<file path="config.mk">
export PLATFORM = sky130hd
export DESIGN_NAME = ex_hazard_controller
export DESIGN_NICKNAME = d
export VERILOG_FILES = /design/src/rtl/ex_hazard_controller.sv
export SDC_FILE = /design/constraint.sdc
export NUM_CORES = 1
export LEC_CHECK = 0
export BUFFER_PORTS_ARGS = -buffer_cell sky130_fd_sc_hd__buf_2
export CORE_ASPECT_RATIO = 2
export CORE_MARGIN = 2
export CORE_UTILIZATION = 45
export CTS_CLUSTER_DIAMETER = 100
export DETAILED_ROUTE_END_ITERATION = 8
export PLACE_DENSITY = 0.78
export SLEW_MARGIN = 0
export SYNTH_ARGS = -nofsm -noshare
export SYNTH_HDL_FRONTEND = slang
export SYNTH_SLANG_ARGS = --single-unit
</file>
<file path="constraint.sdc">
create_clock -name clock -period 1.97 [get_ports clock]
set_input_delay 0.0985 -clock clock [delete_from_list [all_inputs] [get_ports clock]]
set_output_delay 0.0985 -clock clock [all_outputs]
set_load 0.01 [all_outputs]
</file>
<file path="src/rtl/ex_hazard_controller.sv">
// Execute-stage hazard unit: registered operand-forward selects, load-use stall and multi-cycle redirect flush.
// Define HAZ_PERF_CNT_EN to add saturating stall/flush performance counters.
module ex_hazard_controller #(
  parameter int REG_ADDR_W  = 5,
  parameter int FLUSH_DEPTH = 2,
  parameter int CNT_W       = 32
) (
  input  logic                  clock,
  input  logic                  reset,
  input  logic                  id_valid_ip,
  input  logic [REG_ADDR_W-1:0] id_rs1_addr_ip,
  input  logic [REG_ADDR_W-1:0] id_rs2_addr_ip,
  input  logic                  id_rs1_used_ip,
  input  logic                  id_rs2_used_ip,
  input  logic [REG_ADDR_W-1:0] id_rd_addr_ip,
  input  logic                  id_rd_wen_ip,
  input  logic                  id_is_load_ip,
  input  logic                  ex_flush_en_ip,
  output logic [1:0]            fa_mux_op,
  output logic [1:0]            fb_mux_op,
  output logic                  stall_op,
  output logic                  bubble_op,
  output logic                  flush_op
`ifdef HAZ_PERF_CNT_EN
  ,
  output logic [CNT_W-1:0]      perf_stall_cnt_op,
  output logic [CNT_W-1:0]      perf_flush_cnt_op
`endif
);

  // forward_mux_code encoding
  localparam logic [1:0] FWD_REG_OPERAND       = 2'b00;
  localparam logic [1:0] FWD_EX_RESULT_SELECT  = 2'b01;
  localparam logic [1:0] FWD_MEM_RESULT_SELECT = 2'b10;

  localparam logic [2:0]            FLUSH_RELOAD = 3'(FLUSH_DEPTH - 1);
  localparam logic [REG_ADDR_W-1:0] REG_ZERO     = {REG_ADDR_W{1'b0}};

  typedef enum logic [1:0] {
    ST_RUN      = 2'd0,
    ST_LD_STALL = 2'd1,
    ST_FLUSH    = 2'd2
  } state_t;

  state_t                state_r, state_nxt_s;
  logic [2:0]            cnt_r, cnt_nxt_s;

  // A producer that has reached WB is already visible through the register file,
  // so only the EX and MEM occupants can supply a forwarded operand.
  logic                  ex_valid_r, ex_wen_r, ex_load_r;
  logic [REG_ADDR_W-1:0] ex_rd_r;
  logic                  mem_valid_r, mem_wen_r;
  logic [REG_ADDR_W-1:0] mem_rd_r;

  logic                  load_use_s, issue_s;
  logic                  stall_s, bubble_s, flush_s;
  logic [1:0]            fa_sel_s, fb_sel_s;

  // Nearest producer wins; x0 and unused sources always read the register operand.
  function automatic logic [1:0] fwd_select(
    input logic                  used,
    input logic [REG_ADDR_W-1:0] rs,
    input logic                  exv,
    input logic                  exw,
    input logic [REG_ADDR_W-1:0] exrd,
    input logic                  memv,
    input logic                  memw,
    input logic [REG_ADDR_W-1:0] memrd
  );
    logic [1:0] sel;
    if (!used || rs == REG_ZERO) begin
      sel = FWD_REG_OPERAND;
    end else if (exv && exw && exrd == rs) begin
      sel = FWD_EX_RESULT_SELECT;
    end else if (memv && memw && memrd == rs) begin
      sel = FWD_MEM_RESULT_SELECT;
    end else begin
      sel = FWD_REG_OPERAND;
    end
    return sel;
  endfunction

  // Load in EX feeding a used source of the Decode instruction
  always_comb begin
    load_use_s = 1'b0;
    if (id_valid_ip && ex_valid_r && ex_load_r && ex_wen_r && ex_rd_r != REG_ZERO) begin
      load_use_s = (id_rs1_used_ip && id_rs1_addr_ip == ex_rd_r) ||
                   (id_rs2_used_ip && id_rs2_addr_ip == ex_rd_r);
    end else begin
      load_use_s = 1'b0;
    end
  end

  // Next-state, flush counter and front-end control
  always_comb begin
    state_nxt_s = state_r;
    cnt_nxt_s   = cnt_r;
    stall_s     = 1'b0;
    bubble_s    = 1'b0;
    flush_s     = 1'b0;
    case (state_r)
      ST_RUN, ST_LD_STALL: begin
        if (ex_flush_en_ip) begin
          flush_s     = 1'b1;
          bubble_s    = 1'b1;
          cnt_nxt_s   = FLUSH_RELOAD;
          state_nxt_s = (FLUSH_RELOAD != 3'd0) ? ST_FLUSH : ST_RUN;
        end else if (load_use_s) begin
          stall_s     = 1'b1;
          bubble_s    = 1'b1;
          state_nxt_s = ST_LD_STALL;
        end else begin
          state_nxt_s = ST_RUN;
        end
      end
      ST_FLUSH: begin
        flush_s  = 1'b1;
        bubble_s = 1'b1;
        if (ex_flush_en_ip) begin
          cnt_nxt_s   = FLUSH_RELOAD;
          state_nxt_s = (FLUSH_RELOAD != 3'd0) ? ST_FLUSH : ST_RUN;
        end else if (cnt_r <= 3'd1) begin
          cnt_nxt_s   = 3'd0;
          state_nxt_s = ST_RUN;
        end else begin
          cnt_nxt_s   = cnt_r - 3'd1;
          state_nxt_s = ST_FLUSH;
        end
      end
      default: begin
        cnt_nxt_s   = 3'd0;
        state_nxt_s = ST_RUN;
      end
    endcase
  end

  // Gated so the front-end controls are inactive while reset is held
  assign stall_op  = stall_s & reset;
  assign bubble_op = bubble_s & reset;
  assign flush_op  = flush_s & reset;

  assign issue_s  = id_valid_ip & ~bubble_s;
  assign fa_sel_s = fwd_select(id_rs1_used_ip, id_rs1_addr_ip, ex_valid_r, ex_wen_r, ex_rd_r,
                               mem_valid_r, mem_wen_r, mem_rd_r);
  assign fb_sel_s = fwd_select(id_rs2_used_ip, id_rs2_addr_ip, ex_valid_r, ex_wen_r, ex_rd_r,
                               mem_valid_r, mem_wen_r, mem_rd_r);

  // FSM state and flush counter
  always_ff @(posedge clock or negedge reset) begin
    if (!reset) begin
      state_r <= ST_RUN;
      cnt_r   <= 3'd0;
    end else begin
      state_r <= state_nxt_s;
      cnt_r   <= cnt_nxt_s;
    end
  end

  // Pipeline slot shift and registered forward selects
  always_ff @(posedge clock or negedge reset) begin
    if (!reset) begin
      ex_valid_r  <= 1'b0;
      ex_wen_r    <= 1'b0;
      ex_load_r   <= 1'b0;
      ex_rd_r     <= REG_ZERO;
      mem_valid_r <= 1'b0;
      mem_wen_r   <= 1'b0;
      mem_rd_r    <= REG_ZERO;
      fa_mux_op   <= FWD_REG_OPERAND;
      fb_mux_op   <= FWD_REG_OPERAND;
    end else begin
      ex_valid_r  <= issue_s;
      ex_wen_r    <= issue_s & id_rd_wen_ip;
      ex_load_r   <= issue_s & id_is_load_ip;
      ex_rd_r     <= issue_s ? id_rd_addr_ip : REG_ZERO;
      mem_valid_r <= ex_valid_r;
      mem_wen_r   <= ex_wen_r;
      mem_rd_r    <= ex_rd_r;
      fa_mux_op   <= issue_s ? fa_sel_s : FWD_REG_OPERAND;
      fb_mux_op   <= issue_s ? fb_sel_s : FWD_REG_OPERAND;
    end
  end

`ifdef HAZ_PERF_CNT_EN
  localparam logic [CNT_W-1:0] CNT_MAX = {CNT_W{1'b1}};
  localparam logic [CNT_W-1:0] CNT_ONE = {{(CNT_W-1){1'b0}}, 1'b1};

  // Saturating stall-cycle and accepted-redirect counters
  always_ff @(posedge clock or negedge reset) begin
    if (!reset) begin
      perf_stall_cnt_op <= {CNT_W{1'b0}};
      perf_flush_cnt_op <= {CNT_W{1'b0}};
    end else begin
      if (stall_s && perf_stall_cnt_op != CNT_MAX) begin
        perf_stall_cnt_op <= perf_stall_cnt_op + CNT_ONE;
      end
      if (ex_flush_en_ip && perf_flush_cnt_op != CNT_MAX) begin
        perf_flush_cnt_op <= perf_flush_cnt_op + CNT_ONE;
      end
    end
  end
`endif

endmodule

</file>
* After elaboration in Yosys (flattened, before gate mapping)
Index checks and enable logic that the tools add are counted. W data, S select, Z words.
Storage, ports and cells: bits in read-only memories 0, bits in latches 0, output and inout port bits 7, memories kept 0, logic and storage cells 77, input port bits 23, bits in registers 24, memory bits (writable) 0
Cells by class: bitwise operators 7, multiply operators 0, shifts and indexed selects 0, muxes and demuxes 26, reduce and logical (&&, ||, !) cells 22, divide/modulo/power cells 0, $add $sub $neg 1, $lt $le $gt $ge 1, equality and inequality tests 9
Operator list (number):
- $eq A5 B5 Y1 | 6
- $mux W2 | 11
- $logic_and A1 B1 Y1 | 12
- $logic_not A5 Y1 | 2
- $mux W3 | 3
- $mux W1 | 7
- $and A1 B1 Y1 | 6
- $pmux W3 S2 | 1
- $mux W5 | 1
- $reduce_bool A5 Y1 | 1
- $pmux W1 S2 | 2
- $pmux W2 S2 | 1
- $le A3 B1 Y1 const B | 1
- $logic_or A1 B1 Y1 | 3
- $sub A3 B1 Y3 const B | 1
- $eq A2 B1 Y1 const B | 1
- $eq A2 B2 Y1 const B | 1
- $logic_not A1 Y1 | 2
- $logic_not A2 Y1 | 1
- $ne A2 B2 Y1 const B | 1
- $reduce_or A2 Y1 | 1
- $not A1 Y1 | 1

* Logic depth before layout (Yosys ltp)
depth after elaboration 11, depth in mapped cells 6, depth with buffers taken out 6

* Worst setup path after synthesis
Ideal clock, no wire load.
path type reg2reg, from register state_r[1], to register fb_mux_op[0], slack 0.551 ns, clock period less this slack 1.419 ns, data required time 1.904 ns, stages on the path, launching flop included 5, library setup time 0.066 ns, path buffers 0, arrival time 1.353 ns, cell sequence dfrtp_1 nor2b_4 or3b_1 nor4_1 o31a_1
Between the ends: cells in the longest elaborated chain, start to end 6, elaborated cells on any way between the ends 8, classes of those cells eq/ne (2); mux (2); bitwise (2); reduce/logical (2)
RTL lines:
- start, declared | RTL line 45 | state_t state_r, state_nxt_s;
- start signal, assigned | RTL line 154 | state_r <= state_nxt_s;
- $eq A2 B1 Y1 / $logic_not A2 Y1 (equally long branches) | RTL line 101 | case (state_r)
- $reduce_or A2 Y1 | RTL line 101
- $pmux W1 S2 * | RTL line 101
- $not A1 Y1 * | RTL line 142 | assign issue_s = id_valid_ip & ~bubble_s;
- $and A1 B1 Y1 * | RTL line 142
- $mux W2 * | RTL line 180 | fb_mux_op <= issue_s ? fb_sel_s : FWD_REG_OPERAND;
- end signal, assigned | RTL line 180
- end, declared | RTL line 20 | output logic [1:0] fb_mux_op,
Mark *: on every way between the ends. The rest lies on a longest branch, timed or not. A chain may end at the register's enable or synchronous reset.

* Worst setup path after layout
from register ex_rd_r[1], to output stall_op
Between the ends: cells in the longest elaborated chain, start to end 8, elaborated cells on any way between the ends 12, classes of those cells eq/ne (2); mux (4); bitwise (1); reduce/logical (5)
RTL lines:
- start, declared | RTL line 51 | logic [REG_ADDR_W-1:0] ex_rd_r;
- start signal, assigned | RTL line 175 | ex_rd_r <= issue_s ? id_rd_addr_ip : REG_ZERO;
- $eq A5 B5 Y1 (on tied branches) | RTL line 87, 88
- $logic_and A1 B1 Y1 (on tied branches) | RTL line 87, 88
- $logic_or A1 B1 Y1 | RTL line 87 | load_use_s = (id_rs1_used_ip && id_rs1_addr_ip == ex_rd_r) ||
- $mux W1 * | RTL line 86 | if (id_valid_ip && ex_valid_r && ex_load_r && ex_wen_r && ex_rd_r != REG_ZERO) begin
- $mux W1 * | RTL line 108 | end else if (load_use_s) begin
- $mux W1 * | RTL line 103 | if (ex_flush_en_ip) begin
- $mux W1 * | RTL line 101
- $and A1 B1 Y1 * | RTL line 138 | assign stall_op = stall_s & reset;
- end, declared | RTL line 21 | output logic stall_op,
Marks and branches as above.

==> metrics.md <==
| Metric | Value |
|---|---|
| Status | `finished clean` |
| Clk root buf | `clkbuf_8` |
| Worst slew margin | `0.6763` |
| Post-synthesis compound-gate area fraction | `0.1481` |
| Final #Nets | `182` |
| CP Launch Type | `flop` |
| 1st-iter DRT viols | `34` |
| Post-DRT Antenna Nets | `0` |
| Worst-path clk slew | `70 ps` |
| Final wirelength | `2953 um` |
| Critical path's largest stage delay | `430 ps` |
| # IOs | `30` |
| Leak | `0.0006887 uW` |
| Critical path class | `reg -> out` |
| RSZ-0062 raised after global routing | `no` |
| Ys async rst share | `1.000` |
| Share of total power in combinational logic | `0.172` |
| Vias | `1,067` |
| Number of global-route vias before repair | `1,070` |
| Post-synthesis simple-gate area fraction | `0.1928` |
| Register area | `600.6 um2` |
| TritonRoute pass-1 iters | `4` |
| Max-cap check violation count | `0` |
| Maximum clock frequency | `560.2 MHz` |
| FP Rows | `27` |
| R2R Setup Slk | `370 ps` |
| XOR/XNOR Fraction of Synth Area | `0.1392` |
| Multi-input logic area | `635.6 um2` |
| Placeable Area | `2703 um2` |
| Final Hold Fails | `0` |
| H-tree Lvls | `1` |
| Die area | `3262 um2` |
| Synthesis Warnings | `0` |
| Total track usage | `0.2166` |
| Largest family of logic cells by synthesized area | `simple AND/OR/NAND/NOR gates` |
| Pin count of the biggest net entering global routing | `19` |
| Min Tclk post-route | `1785 ps` |
| Sw Ratio | `0.2593` |
| Mapped Cells | `121` |
| Wire length of the first global-routing pass | `4761 um` |
| Congestion Overflow GR | `0` |
| Fin crit share | `0.9062` |
| Net Sw Power | `257.2 uW` |
| Horiz. Die Dim | `41.40 um` |
| GPL Wtd Cong | `0.9329` |
| Placed Cells | `180` |
| Post-Synth Adder-Cell Area | `0.01988` |
| Clock share of power | `0.280` |
| Hpwl dp | `2476 um` |
| Routed length per placed instance | `16.05 um` |
| Flop pwr share | `0.548` |
| Ys flop type | `dfrtp_1` |
| # diodes | `0` |
| Mapped Area | `1259 um2` |
| PD cells | `656.8 nW/um2` |
| Syn_nets | `146` |
| Layout area overhead | `19.98%` |
| Initial antenna violation count | `0` |
| Fillers | `240` |
| Data arrival time of the critical path | `1690 ps` |
| CTS tree | `done` |
| CTS Sinks | `24` |
| PortBufs | `29` |
| Final Max Slew Viols | `0` |
| Crit. End Element | `output pin` |
| Setup bufs post-CTS | `0` |
| Starting Density | `0.4657` |
| Number of flops mapped to enable cells by yosys | `0` |
| Post-DR vias/cell | `5.799` |
| Endpoints failing setup | `0` |
| Max FO, Critical Path | `4` |
| Detailed-route DRC error count | `0` |
| Fin Setup TNS | `0 ps` |
| Clock buffer depth | `2` |
| Layout cells sized above 1 | `0.2516` |
| Num CTS Buffers | `3` |
| Slowest cell on the critical path | `dfrtp_1` |
| Post-synthesis cell type count | `35` |
| Worst-skew pair later-pin latency | `260 ps` |
| Worst VDD drop | `405.6 uV` |
| Worst path cell trace | `xnor2_1 > nand3_1 > o22ai_2 > and4_1 > buf_2` |
| Seq/Total Area, Yosys | `0.4771` |
| Die height | `78.80 um` |
| Internal power | `734.8 uW` |
| Synthesized area per cell | `10.40 um2` |
| Post-Layout Cell Count | `184` |
| #FFs+latches synth | `24` |
| Multiplexer area fraction after synthesis | `0` |
| Clk_skew | `1.564 ps` |
| Slew @ Worst Pin | `485.6 ps` |
| Hold WC Path Type | `in -> reg` |
| WP data required | `1870 ps` |
-- flip-flops by register name, indices dropped and copies added (netlist names) --
| name | count |
|---|---|
| state_r | 2 |
| ex_rd_r | 5 |
| fa_mux_op | 2 |
| mem_rd_r | 5 |
| mem_wen_r | 1 |
| mem_valid_r | 1 |
| cnt_r | 3 |
| fb_mux_op | 2 |
| ex_wen_r | 1 |
| ex_valid_r | 1 |
| ex_load_r | 1 |
-- cell usage after synthesis, drive strengths merged, types with 3 or more instances --
cell type,n,area share
a21oi,11,0.044
dfrtp,24,0.48
inv,5,0.015
nand2,9,0.027
nand3,7,0.028
nand4,3,0.015
nor2,3,0.0089
nor2b,3,0.021
o21ai,4,0.016
or4,4,0.024
xnor2,16,0.11
xor2,4,0.028
-- logic make-up after synthesis --
group                      Yosys count
AOI/OAI and AO/OA                   28
and+or+nand+nor                     40
adders and majority gates            2
buffers and inverters                7
DFF                                 24
xor gates and xnor gates            20
-- layout make-up --
type / count / area share
clock buffer: 3 / 0.02734
sequential: 24 / 0.3977
inverter: 5 / 0.01243
timing repair buffer: 33 / 0.1176
tap: 29 / 0.02403
multi-input combinational: 90 / 0.4209
-- routing by layer --
layer | vias to the layer above | global-route usage | part of all wire
met1 | 509 | 0.2126 | 0.32
met3 | 13 | 0.03073 | 0.034
li1 | 506 | - | -
met2 | 39 | 0.3938 | 0.61
met5 | - | 0 | 0
met4 | 0 | 0.1032 | 0.037
-- stage by stage --
step | total power, uW | worst slack, ps | hold slack (ps) | utilization | area [um2]
after global placement | 713.2 | 393.8 | -47.93 | 0.5375 | 1453
after floorplan | 642.4 | 551.1 | -197.1 | - | 1259
after global routing | 1044 | 65.57 | 29.30 | 0.5588 | 1510
after CTS | 998.2 | 125.7 | 26.87 | 0.5565 | 1504
final | 992.0 | 184.9 | 24.97 | 0.5588 | 1510
after detailed placement | 721.1 | 393.0 | -45.82 | 0.5375 | 1453
-- layout by cell type, fill, tap and decap left out --
master,count
dfrtp_1,24
o21ba_2,1
o311a_1,1
o31a_1,1
nor2b_4,1
o21ai_1,2
nand4_1,3
o2111ai_1,2
ha_1,2
xnor2_1,16
nand2_1,9
or4_1,4
and3_1,1
buf_4,3
and2_1,2
nor4_1,1
nand2b_1,1
inv_1,5
a311oi_1,2
nor2_1,3
a22o_1,1
or3b_1,1
nor2b_1,2
nor3_1,2
and4_1,1
o32ai_1,1
a21oi_1,11
xor2_1,4
o21bai_1,2
buf_2,29
o22ai_2,1
nand3_1,7
o22a_1,1
dlygate4sd3_1,1
o21ai_0,2
nor3b_4,1
and4b_1,1
clkbuf_8,3
-- final timing paths --
kind / from / to / depth (start not counted)
worst max-delay path: ex_rd_r[1] / stall_op / 5
worst min-delay path: ex_flush_en_ip / cnt_r[2] / 2
max in group asynchronous: reset / mem_rd_r[0] / 3
min in group asynchronous: reset / fa_mux_op[1] / 2
worst min register to register: ex_wen_r / mem_wen_r / 0
worst max register to register: state_r[1] / fb_mux_op[0] / 4
-- worst max-delay path: cells and delay by family, from the launching register on --
family | cells | cell delay [ps]
simple gates | 2 | 390
compound gates | 1 | 270
xor+xnor | 1 | 200
flops | 1 | 430
buf+inv | 1 | 130
-- power by group through the flow --
stage	Clock [uW]	Combinational [uW]	Sequential, uW
finish	278	171	543
global route	304	194	546
CTS	284	171	543
detailed placement	0	168	553
global placement	0	162	551
floorplan	0	98.5	544
-- repair_timing --
item	in CTS	in global routing
hold buffers	1	0
hold endpoints to repair	24	0
endpoints found under the setup margin	0	1
resized for setup	0	1
(Power assumes the default switching activity.)
